`src/rtl/alu_arb_pkg.sv`:
```
// Shared definitions for the ALU arbiter: op codes, FSM states, default width.
package alu_arb_pkg;

  localparam int W_DEF = 8;

  localparam logic [2:0] OP_ADD = 3'b000;
  localparam logic [2:0] OP_SUB = 3'b001;
  localparam logic [2:0] OP_MUL = 3'b010;
  localparam logic [2:0] OP_DIV = 3'b011;
  localparam logic [2:0] OP_AND = 3'b100;
  localparam logic [2:0] OP_OR  = 3'b101;
  localparam logic [2:0] OP_NOT = 3'b110;
  localparam logic [2:0] OP_XOR = 3'b111;

  typedef enum logic [1:0] {
    IDLE   = 2'd0,
    EXEC   = 2'd1,
    SETTLE = 2'd2,
    DONE   = 2'd3
  } state_e;

endpackage

```
`src/rtl/alu_arbiter_rr_arbiter.sv`:
```
// Combinational round-robin picker: first set request at or after ptr_i, wrapping.
module rr_arbiter #(
  parameter int NREQ = 4,
  parameter int PW   = 2
) (
  input  logic [NREQ-1:0] req_i,
  input  logic [PW-1:0]   ptr_i,
  output logic [NREQ-1:0] gnt_o,
  output logic [PW-1:0]   idx_o,
  output logic            any_o
);

  logic [PW:0]   sum;
  logic [PW-1:0] cand;

  always_comb begin
    gnt_o = '0;
    idx_o = '0;
    any_o = 1'b0;
    sum   = '0;
    cand  = '0;
    for (int i = 0; i < NREQ; i++) begin
      sum = {1'b0, ptr_i} + (PW+1)'(i);
      if (sum >= (PW+1)'(NREQ)) sum = sum - (PW+1)'(NREQ);
      cand = sum[PW-1:0];
      if (!any_o && req_i[cand]) begin
        any_o       = 1'b1;
        gnt_o[cand] = 1'b1;
        idx_o       = cand;
      end
    end
  end

endmodule

```
`src/rtl/alu_arbiter.sv`:
```
// Round-robin sharing of one external combinational ALU among NREQ requesters.
// Optional ALU_DIVZERO_CHK_EN: DIV by zero returns rsp_y=FF with rsp_err=1, skipping SETTLE.
//   state  | meaning
//   IDLE   | wait for any req; arbitrate, latch operands, pulse gnt
//   EXEC   | ALU evaluating; fast ops captured here
//   SETTLE | extra cycle before capturing MUL/DIV
//   DONE   | gap cycle so the winner can drop req
module alu_arbiter
  import alu_arb_pkg::*;
#(
  parameter int NREQ = 4,
  parameter int W    = W_DEF
) (
  input  logic            clk,
  input  logic            rst_n,
  input  logic [NREQ-1:0]   req,
  input  logic [NREQ*W-1:0] req_a,
  input  logic [NREQ*W-1:0] req_b,
  input  logic [NREQ*3-1:0] req_op,
  output logic [NREQ-1:0] gnt,
  output logic [W-1:0]    alu_a,
  output logic [W-1:0]    alu_b,
  output logic [2:0]      alu_op,
  input  logic [W-1:0]    alu_y,
  output logic [NREQ-1:0] rsp_valid,
  output logic [W-1:0]    rsp_y,
  output logic            rsp_err,
  output logic            busy
);

  localparam int PW = (NREQ > 1) ? $clog2(NREQ) : 1;

  state_e          state_q, state_d;
  logic [PW-1:0]   ptr_q, ptr_d, idx_q, idx_d;
  logic [W-1:0]    a_q, a_d, b_q, b_d, y_q, y_d;
  logic [2:0]      op_q, op_d;
  logic [NREQ-1:0] gnt_q, gnt_d, rv_q, rv_d;
  logic            err_q, err_d;

  logic [NREQ-1:0] arb_gnt, idx_oh;
  logic [PW-1:0]   arb_idx;
  logic            arb_any, div_zero, slow_op;
  logic [W-1:0]    a_arr  [NREQ];
  logic [W-1:0]    b_arr  [NREQ];
  logic [2:0]      op_arr [NREQ];

  for (genvar i = 0; i < NREQ; i++) begin : g_unpack
    assign a_arr[i]  = req_a[i*W +: W];
    assign b_arr[i]  = req_b[i*W +: W];
    assign op_arr[i] = req_op[i*3 +: 3];
  end

  rr_arbiter #(.NREQ(NREQ), .PW(PW)) u_rr_arbiter (
    .req_i (req),
    .ptr_i (ptr_q),
    .gnt_o (arb_gnt),
    .idx_o (arb_idx),
    .any_o (arb_any)
  );

`ifdef ALU_DIVZERO_CHK_EN
  assign div_zero = (op_q == OP_DIV) && (b_q == '0);
`else
  assign div_zero = 1'b0;
`endif
  assign slow_op = (op_q == OP_MUL) || (op_q == OP_DIV);

  always_comb begin
    idx_oh        = '0;
    idx_oh[idx_q] = 1'b1;
  end

  always_comb begin
    state_d = state_q;
    ptr_d   = ptr_q;
    idx_d   = idx_q;
    a_d     = a_q;
    b_d     = b_q;
    op_d    = op_q;
    y_d     = y_q;
    err_d   = err_q;
    gnt_d   = '0;
    rv_d    = '0;
    case (state_q)
      IDLE: begin
        if (arb_any) begin
          a_d     = a_arr[arb_idx];
          b_d     = b_arr[arb_idx];
          op_d    = op_arr[arb_idx];
          gnt_d   = arb_gnt;
          idx_d   = arb_idx;
          ptr_d   = (arb_idx == PW'(NREQ - 1)) ? '0 : arb_idx + 1'b1;
          state_d = EXEC;
        end
      end
      EXEC: begin
        if (div_zero) begin
          y_d     = '1;
          err_d   = 1'b1;
          rv_d    = idx_oh;
          state_d = DONE;
        end else if (slow_op) begin
          state_d = SETTLE;
        end else begin
          y_d     = alu_y;
          err_d   = 1'b0;
          rv_d    = idx_oh;
          state_d = DONE;
        end
      end
      SETTLE: begin
        y_d     = alu_y;
        err_d   = 1'b0;
        rv_d    = idx_oh;
        state_d = DONE;
      end
      default: state_d = IDLE;
    endcase
  end

  always_ff @(posedge clk or negedge rst_n) begin
    if (!rst_n) begin
      state_q <= IDLE;
      ptr_q   <= '0;
      idx_q   <= '0;
      a_q     <= '0;
      b_q     <= '0;
      op_q    <= OP_ADD;
      y_q     <= '0;
      err_q   <= 1'b0;
      gnt_q   <= '0;
      rv_q    <= '0;
    end else begin
      state_q <= state_d;
      ptr_q   <= ptr_d;
      idx_q   <= idx_d;
      a_q     <= a_d;
      b_q     <= b_d;
      op_q    <= op_d;
      y_q     <= y_d;
      err_q   <= err_d;
      gnt_q   <= gnt_d;
      rv_q    <= rv_d;
    end
  end

  assign gnt       = gnt_q;
  assign rsp_valid = rv_q;
  assign rsp_y     = y_q;
  assign rsp_err   = err_q;
  assign alu_a     = a_q;
  assign alu_b     = b_q;
  assign alu_op    = op_q;
  assign busy      = (state_q != IDLE);

endmodule

```
`config.mk`:
```
export PLATFORM = sky130hd
export DESIGN_NAME = alu_arbiter
export DESIGN_NICKNAME = d
export VERILOG_FILES = /design/src/rtl/alu_arb_pkg.sv /design/src/rtl/alu_arbiter_rr_arbiter.sv /design/src/rtl/alu_arbiter.sv
export SDC_FILE = /design/constraint.sdc
export NUM_CORES = 1
export LEC_CHECK = 0
export ABC_CLOCK_PERIOD_IN_PS = 2700
export BUFFER_PORTS_ARGS = -buffer_cell sky130_fd_sc_hd__buf_4
export CAP_MARGIN = 5
export CORE_ASPECT_RATIO = 0.75
export CORE_MARGIN = 5
export CORE_UTILIZATION = 43
export DETAILED_ROUTE_END_ITERATION = 8
export PLACE_DENSITY = 0.82
export REMOVE_ABC_BUFFERS = 1
export SETUP_SLACK_MARGIN = 0.2
export SYNTH_ARGS = -nofsm -noshare
export SYNTH_HDL_FRONTEND = slang
export SYNTH_SLANG_ARGS = --single-unit
```
`constraint.sdc`:
```
create_clock -name clk -period 2.7 [get_ports clk]
set_input_delay 0.27 -clock clk [delete_from_list [all_inputs] [get_ports clk]]
set_output_delay 0.27 -clock clk [all_outputs]
set_load 0.1 [all_outputs]
```
==> results.json, run 1 <==
{
  "period_needed_ns": 2.38,
  "drv_cap": 0,
  "clockBufferDepth": 2,
  "slew_viol_final": 0,
  "syn_area_um2": 2830,
  "grt_pass1_wl_um": 13100,
  "async_flop_share_pct": 100,
  "cts_tree": "built",
  "grt_antenna_before_repair": 0,
  "wire_per_inst_um": 16.2,
  "cts_root_buffer": "clkbuf_8",
  "drt_pass1_iterations": 4,
  "reg2reg_depth": 8,
  "worst_slack_ns": 0.316,
  "fp.dieW_um": 104,
  "syn_area_per_cell_um2": 9.77,
  "setup_viol": 0,
  "synthCells": 290,
  "placedInstanceArea_um2": 3810,
  "fillers": 542,
  "area_growth_pct": 40.7,
  "ys.flop_type": "dfrtp_1",
  "r2r-end": "alu_a[6]",
  "synth_top_area_share_pct": 36.2,
  "vias": 2697,
  "place_congestion": 0.843,
  "worstMarginPinSlew_ns": 0.760,
  "final_common_cell": "buf_4",
  "clkSlewWorstSetupHoldPaths_ns": 0.08,
  "timing.critical_path.to": "alu_a[6]",
  "worstSetupStartpointType": "flop",
  "synth_warnings": 0,
  "grt-ovfl-total": 0,
  "numCtsBuffers": 5,
  "ff2ff_setup_slack_ns": 0.32,
  "critPathRequiredTime_ns": 2.87,
  "layout_common_cells": "buf_4, a211oi_1, dfrtp_1",
  "final_area_um2": 3990,
  "via_per_inst": 5.42,
  "fin_skew_ns": 0.00605,
  "cp-end-kind": "flop",
  "die-area_um2": 8330,
  "fp.dieH_um": 80.3,
  "path_class": "flop to flop",
  "routed_wl_um": 8070,
  "start_util_pct": 44.6,
  "final_core_util_pct": 62.8,
  "grt_use_total_pct": 18.9,
  "io_pins": 127,
  "drtIter0Drc": 126,
  "clk_latency_ns": 0.29,
  "cts_htree_levels": 2,
  "final_nets": 519,
  "slew_headroom_pct": 47.9,
  "ys_ff_latch": 41,
  "place_ws_ns": 0.137,
  "grt_max_degree": 42,
  "antennaDiodeCount": 0,
  "yosys.area.top_type": "dfrtp_1",
  "remaining_drc_errors": 0,
  "hpwlAfterDp_um": 6230,
  "first_global_vias": 2776,
  "min_path_type": "input port to flop",
  "coreArea_um2": 6350,
  "ant_nets": 0,
  "status": "complete, no violations",
  "cp_max_fo": 20,
  "drive_gt1_share_pct": 42.0,
  "rows": 25,
  "r2r_start": "ptr_q[0]",
  "netlist_top_cells_area": "dfrtp_1, a211oi_1, mux2i_1",
  "hold_viol": 0,
  "crit_path_start": "ptr_q[0]",
  "critPathArrivalTime_ns": 2.55,
  "fmax_mhz": 419,
  "synth_cell_type_count": 41,
  "grt_setup_unrepaired": "yes",
  "cts_sinks": 41,
  "portBuffers": 125,
  "seq_area_frac_synth_pct": 36.2,
  "synth_edf_count": 0,
  "fin_crit_sh_pct": 88.3
}
[cells in the mapped netlist (3+ instances only)]
library cell	n
a211oi_1	54
dfrtp_1	41
nor2_1	38
inv_1	25
mux2i_1	24
buf_2	12
ha_1	12
mux2_2	9
nand2_1	8
buf_6	6
a211oi_2	4
a21oi_1	4
a221oi_1	4
a22oi_1	4
buf_4	3
clkbuf_1	3
mux4_2	3
nand2b_1	3
xnor2_1	3
[worst max-delay path, stage by stage (launching register included)]
cell      delay [ns]
dfrtp_1         0.36
inv_1           0.07
ha_1            0.32
mux4_2          0.58
o211ai_1        0.26
nand3_1         0.14
buf_8           0.18
a211oi_1        0.26
a211oi_2        0.07
[what timing repair did]
item,in CTS,in global routing
setup endpoints to repair,19,20
resized for setup,3,4
setup buffers,1,5
pin swaps,1,2
hold buffers,1,0
hold endpoints to repair,41,0
[state kept, by name, summed over array words and instances, names as in the netlist]
register / count
gnt: 4
alu_op: 3
idx_q: 2
alu_b: 8
ptr_q: 2
rsp_y: 8
alu_a: 8
state_q: 2
rsp_valid: 4
[how the worst min path moves through the flow]
| stage | start | end | slack, ns | cells past startpoint |
|---|---|---|---|---|
| floorplan | rst_n | alu_a[0] | -0.03 | 0 |
| global placement | rst_n | gnt[2] | 0.28 | 1 |
| detailed placement | rst_n | gnt[2] | 0.28 | 1 |
| CTS | alu_y[7] | rsp_y[7] | 0.20 | 2 |
| global route | alu_y[7] | rsp_y[7] | 0.20 | 2 |
| finish | alu_y[7] | rsp_y[7] | 0.21 | 2 |
[metrics by stage]
stage / cells / hold WS [ns] / setup TNS [ns]
floorplan: 264 / -0.0256 / -33.86
global placement: 484 / 0.279 / 0
detailed placement: 484 / 0.281 / 0
CTS: 493 / 0.203 / 0
global route: 498 / 0.204 / 0
finish: 498 / 0.209 / 0
[layout make-up]
cell class | count | area [um2] | area share [%]
Clock inverter | 1 | 7.51 | 0.188
Sequential cell | 41 | 1030 | 25.7
Timing Repair Buffer | 146 | 1130 | 28.4
Tap cell | 81 | 101 | 2.54
Clock buffer | 6 | 82.6 | 2.07
Inverter | 25 | 93.8 | 2.35
Multi-Input combinational cell | 198 | 1540 | 38.7
[metal layers]
| layer | global-route usage, % | vias to the layer above | routed length (um) |
|---|---|---|---|
| met5 | 0 | - | 0 |
| met4 | 5.30 | 0 | 119 |
| met3 | 5.38 | 15 | 632 |
| met2 | 31.2 | 105 | 3930 |
| met1 | 24.4 | 1273 | 3380 |
| li1 | - | 1304 | - |
[cells by family (layout without fill, tap and decap cells)]
logic type	Yosys count	after routing	share of synthesized area [%]
xor gates and xnor gates	3	3	0.928
buffers and inverters	51	178	10.1
adders and majority gates	12	12	5.30
DFF	41	41	36.2
AOI/OAI and AO/OA	83	83	22.4
and+or+nand+nor	62	62	9.98
muxes	37	37	15.0
other	1	1	0.132
Power of run 1 is not shown: default switching activity piles up to over one toggle a cycle in this logic, so the estimate is an artifact.
==> run 2, diff against run 1 <==
- GPL_TIMING_DRIVEN: not set -> 0
==> run 2 against run 1 <==
  * The flow now finishes with violations (negative setup slack)
  * Hold slack got worse by 0.00069 ns
  * Critical path depth did not move
  * First-iteration DRC count rose by 62%
  * Via count rose by 5.9%
  * Register-to-register slack got worse by 0.32 ns
  * Routed wire length rose by 21%
  * Sequential share of layout area fell by 1.7 points
  * Maximum frequency fell by 12%
  * Largest cell class unchanged
==> results.json, run 2 (synthesis results as in run 1) <==
{
  "first_global_vias": 2801,
  "cp-end-kind": "flop",
  "grt_pass1_wl_um": 13900,
  "grt-busiest-layer": "met2",
  "worst_slack_ns": -0.00406,
  "cp_max_fo": 7,
  "drt_pass1_iterations": 4,
  "fp.dieH_um": 80.3,
  "final_common_cell": "buf_4",
  "grt_max_degree": 42,
  "placedInstanceArea_um2": 3720,
  "io_pins": 127,
  "place_congestion": 0.766,
  "status": "complete, but fails checks",
  "clk_latency_ns": 0.30,
  "numCtsBuffers": 5,
  "met2_usage_pct": 33.1,
  "path_class": "flop to flop",
  "fmax_mhz": 370,
  "vias": 2857,
  "period_needed_ns": 2.70,
  "wire_per_inst_um": 19.2,
  "portBuffers": 125,
  "worstSetupStartpointType": "flop",
  "rows": 25,
  "final_area_um2": 4290,
  "start_util_pct": 44.6,
  "grt_antenna_before_repair": 0,
  "slew_headroom_pct": 41.0,
  "critPathArrivalTime_ns": 2.88,
  "grt_use_total_pct": 20.3,
  "die-area_um2": 8330,
  "cts_htree_levels": 2,
  "grt_use_met1_pct": 25.3,
  "final_nets": 528,
  "hpwlAfterDp_um": 5970,
  "drtIter0Drc": 204,
  "slew_viol_final": 0,
  "grt_util_met3_pct": 7.07,
  "grt_setup_unrepaired": "yes",
  "fin_tns_setup_ns": -0.00406,
  "antennaDiodeCount": 0,
  "final_core_util_pct": 67.5,
  "cts_sinks": 41,
  "routed_wl_um": 9750,
  "fin_skew_ns": 0.0105,
  "drive_gt1_share_pct": 51.1,
  "grt-ovfl-total": 0,
  "worstMarginPinSlew_ns": 0.861,
  "min_path_type": "input port to flop",
  "hold_viol": 0,
  "via_per_inst": 5.62,
  "drv_cap": 0,
  "area_growth_pct": 51.4,
  "setup_viol": 1,
  "cts_tree": "built",
  "ant_nets": 0,
  "clkSlewWorstSetupHoldPaths_ns": 0.09,
  "coreArea_um2": 6350,
  "clockBufferDepth": 2,
  "remaining_drc_errors": 0,
  "fp.dieW_um": 104,
  "layout_common_cells": "buf_4, dfrtp_1, nor2_1",
  "critPathRequiredTime_ns": 2.88,
  "violations": "negative setup slack",
  "cts_root_buffer": "clkbuf_8",
  "fin_crit_sh_pct": 100
}
## run 2: final timing paths
| path | depth (start not counted) | from | to | slack, ns |
|---|---|---|---|---|
| setup reg to reg | 8 | ptr_q[0] | alu_a[1] | -0.004 |
| max in group asynchronous | 2 | rst_n | ptr_q[0] | 1.82 |
| hold / removal | 2 | alu_y[0] | rsp_y[0] | 0.21 |
| setup / recovery | 8 | ptr_q[0] | alu_a[1] | -0.004 |
| hold reg to reg | 1 | idx_q[1] | rsp_valid[1] | 0.49 |
| min in group asynchronous | 2 | rst_n | alu_op[1] | 0.49 |
## run 2: final cells by class
cell class                 instances  area, um2
clock buffer                       6       82.6
inverter                          25       97.6
timing repair buffer             148       1140
clock inverter                     2       13.8
multi-input combinational        205       1820
tap                               81        101
fill                             480       2060
sequential                        41       1030
## run 2: what timing repair did
item	in CTS	in global routing
endpoints found under the hold margin	41	0
cloned	3	4
resized for setup	24	23
setup endpoints to repair	27	24
hold buffers	1	0
setup buffers	14	5
pin swaps	5	10
## run 2: per-layer routing
layer | part of all wire, % | up-vias
met1 | 41 | 1372
met5 | 0 | -
met3 | 6.9 | 18
met4 | 1.5 | 0
met2 | 50 | 131
li1 | - | 1336
## run 2: critical path: stages, from the launching register on
cell and delay, ns:
dfrtp_4 0.45, clkinvlp_4 0.13, ha_4 0.33, mux4_2 0.60
o211ai_1 0.28, buf_4 0.20, nand3_2 0.19, a211oi_2 0.32
a211oi_1 0.10
## run 2: through the flow
step           hold slack [ns]  worst slack, ns  std cells
3_3_place_gp             0.280            -2.74        470
3_5_place_dp             0.288            -1.96        473
2_1_floorplan          -0.0256            -1.64        264
6_report                 0.209         -0.00406        508
5_1_grt                  0.203          -0.0761        508
4_1_cts                  0.199            0.158        499
Power of run 2 is left out for the same reason.
==> run 3, diff against run 2 <==
- ABC_CLOCK_PERIOD_IN_PS: 2700 -> 2750
- CORE_UTILIZATION: 43 -> 48
- PLACE_DENSITY: 0.82 -> 0.86
- clock period: 2.7 -> 2.75 ns (I/O delays scaled with it)
==> run 3 against run 2 <==
  * Register-to-register slack improved by 0.06 ns
  * Hold slack worse by 0.0034 ns
  * Non-clock buffer count increased by 3
  * Critical path depth stayed put
  * Maximum frequency rose by 0.45%
  * Via count grew 12%
  * Cell count is 0.39% higher
  * Sequential share of layout area is 0.71 points lower
  * Critical endpoint is now alu_b[2]
  * The run now ends clean
  * Utilization rose by 9.1 points
  * First-iteration DRC count is 26% higher
  * Final area up 3.0%
==> results.json, run 3 (synthesis results as in run 1) <==
{
  "status": "complete, no violations",
  "vias": 3194,
  "cts_root_buffer": "clkbuf_8",
  "setup_viol": 0,
  "drv_cap": 0,
  "slew_headroom_pct": 39.2,
  "min_path_type": "input port to flop",
  "antennaDiodeCount": 0,
  "place_congestion": 0.847,
  "period_needed_ns": 2.69,
  "clk_latency_ns": 0.30,
  "worstSetupStartpointType": "flop",
  "grt_antenna_before_repair": 0,
  "worstMarginPinSlew_ns": 0.887,
  "instances_no_fill": 510,
  "clockBufferDepth": 2,
  "cts_tree": "built",
  "critPathRequiredTime_ns": 2.95,
  "hpwlAfterDp_um": 6020,
  "hold_viol": 0,
  "final_core_util_pct": 76.6,
  "coreArea_um2": 5770,
  "fp.dieH_um": 76.5,
  "ant_nets": 0,
  "grt_setup_unrepaired": "yes",
  "placedInstanceArea_um2": 3720,
  "via_per_inst": 6.26,
  "cts_htree_levels": 2,
  "fillers": 365,
  "final_common_cell": "buf_4",
  "path_class": "flop to flop",
  "hold-worst-slack_ns": 0.205,
  "die-area_um2": 7550,
  "layout_common_cells": "buf_4, dfrtp_1, nor2_1",
  "portBuffers": 125,
  "clkSlewWorstSetupHoldPaths_ns": 0.10,
  "grt_use_total_pct": 23.4,
  "area_growth_pct": 56.0,
  "fin_skew_ns": 0.0134,
  "dp_cells": 470,
  "grt_pass1_wl_um": 14300,
  "drt_pass1_iterations": 5,
  "fmax_mhz": 371,
  "cp-end-kind": "flop",
  "numCtsBuffers": 5,
  "drtIter0Drc": 257,
  "drive_gt1_share_pct": 52.5,
  "routed_wl_um": 11400,
  "first_global_vias": 2788,
  "rows": 24,
  "critPathArrivalTime_ns": 2.90,
  "final_nets": 533,
  "remaining_drc_errors": 0,
  "wire_per_inst_um": 22.4,
  "final_area_um2": 4420,
  "cp_max_fo": 11,
  "grt_max_degree": 42,
  "grt-ovfl-total": 0,
  "start_util_pct": 49.1,
  "io_pins": 127,
  "slew_viol_final": 0,
  "fin_crit_sh_pct": 97.9,
  "cts_sinks": 41,
  "fp.dieW_um": 98.7
}
==> run 3: cell count changes in the layout (fill, tap and decap cells not counted), sizes merged <==
cell    previous run  this run
a21o               5         6
clkbuf             6         8
o21ai              5         6
buf              147       148
==> run 3: final cells by class <==
| type | instances | area [um2] | share of cell area, % |
|---|---|---|---|
| repair buffers | 151 | 1230 | 27.8 |
| flip-flops and latches | 41 | 1030 | 23.3 |
| well taps | 78 | 97.6 | 2.21 |
| clock inverters | 2 | 13.8 | 0.312 |
| inverters | 25 | 97.6 | 2.21 |
| multi-input cells | 207 | 1870 | 42.3 |
| clock buffers | 6 | 82.6 | 1.87 |
==> run 3: what timing repair did <==
| action | 4_1_cts | 5_1_grt |
|---|---|---|
| cloned | 3 | 8 |
| setup buffers | 13 | 7 |
| hold endpoints to repair | 41 | 0 |
| hold buffers | 1 | 0 |
| resized for setup | 20 | 39 |
| setup endpoints to repair | 27 | 20 |
| pin swaps | 6 | 12 |
==> run 3: path summary, 6_finish.rpt <==
kind / endpoint / slack (ns) / cells after the start / startpoint
setup / recovery: alu_b[2] / 0.06 / 8 / ptr_q[0]
hold / removal: rsp_y[2] / 0.21 / 2 / alu_y[2]
setup reg to reg: alu_b[2] / 0.06 / 8 / ptr_q[0]
hold reg to reg: rsp_y[7] / 0.51 / 1 / rsp_y[7]
max in group asynchronous: ptr_q[0] / 1.83 / 2 / rst_n
min in group asynchronous: alu_a[2] / 0.50 / 2 / rst_n
==> run 3: per-layer routing <==
layer | part of all wire (%) | up-vias | track usage [%]
met5 | 0 | - | 0
met4 | 4.7 | 0 | 6.68
met3 | 11 | 58 | 6.68
met2 | 47 | 245 | 37.7
met1 | 38 | 1539 | 30.6
li1 | - | 1352 | -
==> run 3: critical path, cell delays in order (launching register included) <==
cell	delay, ns
dfrtp_4	0.47
clkinvlp_4	0.13
ha_4	0.34
inv_1	0.08
a311oi_2	0.50
o21ai_2	0.35
a211oi_1	0.40
a211oi_2	0.10
a211oi_1	0.22
==> run 3: per-stage QoR <==
stage               setup TNS [ns]  setup WS (ns)
floorplan                   -32.76          -1.59
global placement            -57.35          -2.69
detailed placement          -39.23          -1.80
CTS                              0          0.190
global route               -0.0208        -0.0208
finish                           0         0.0580
Power of run 3 is left out for the same reason.
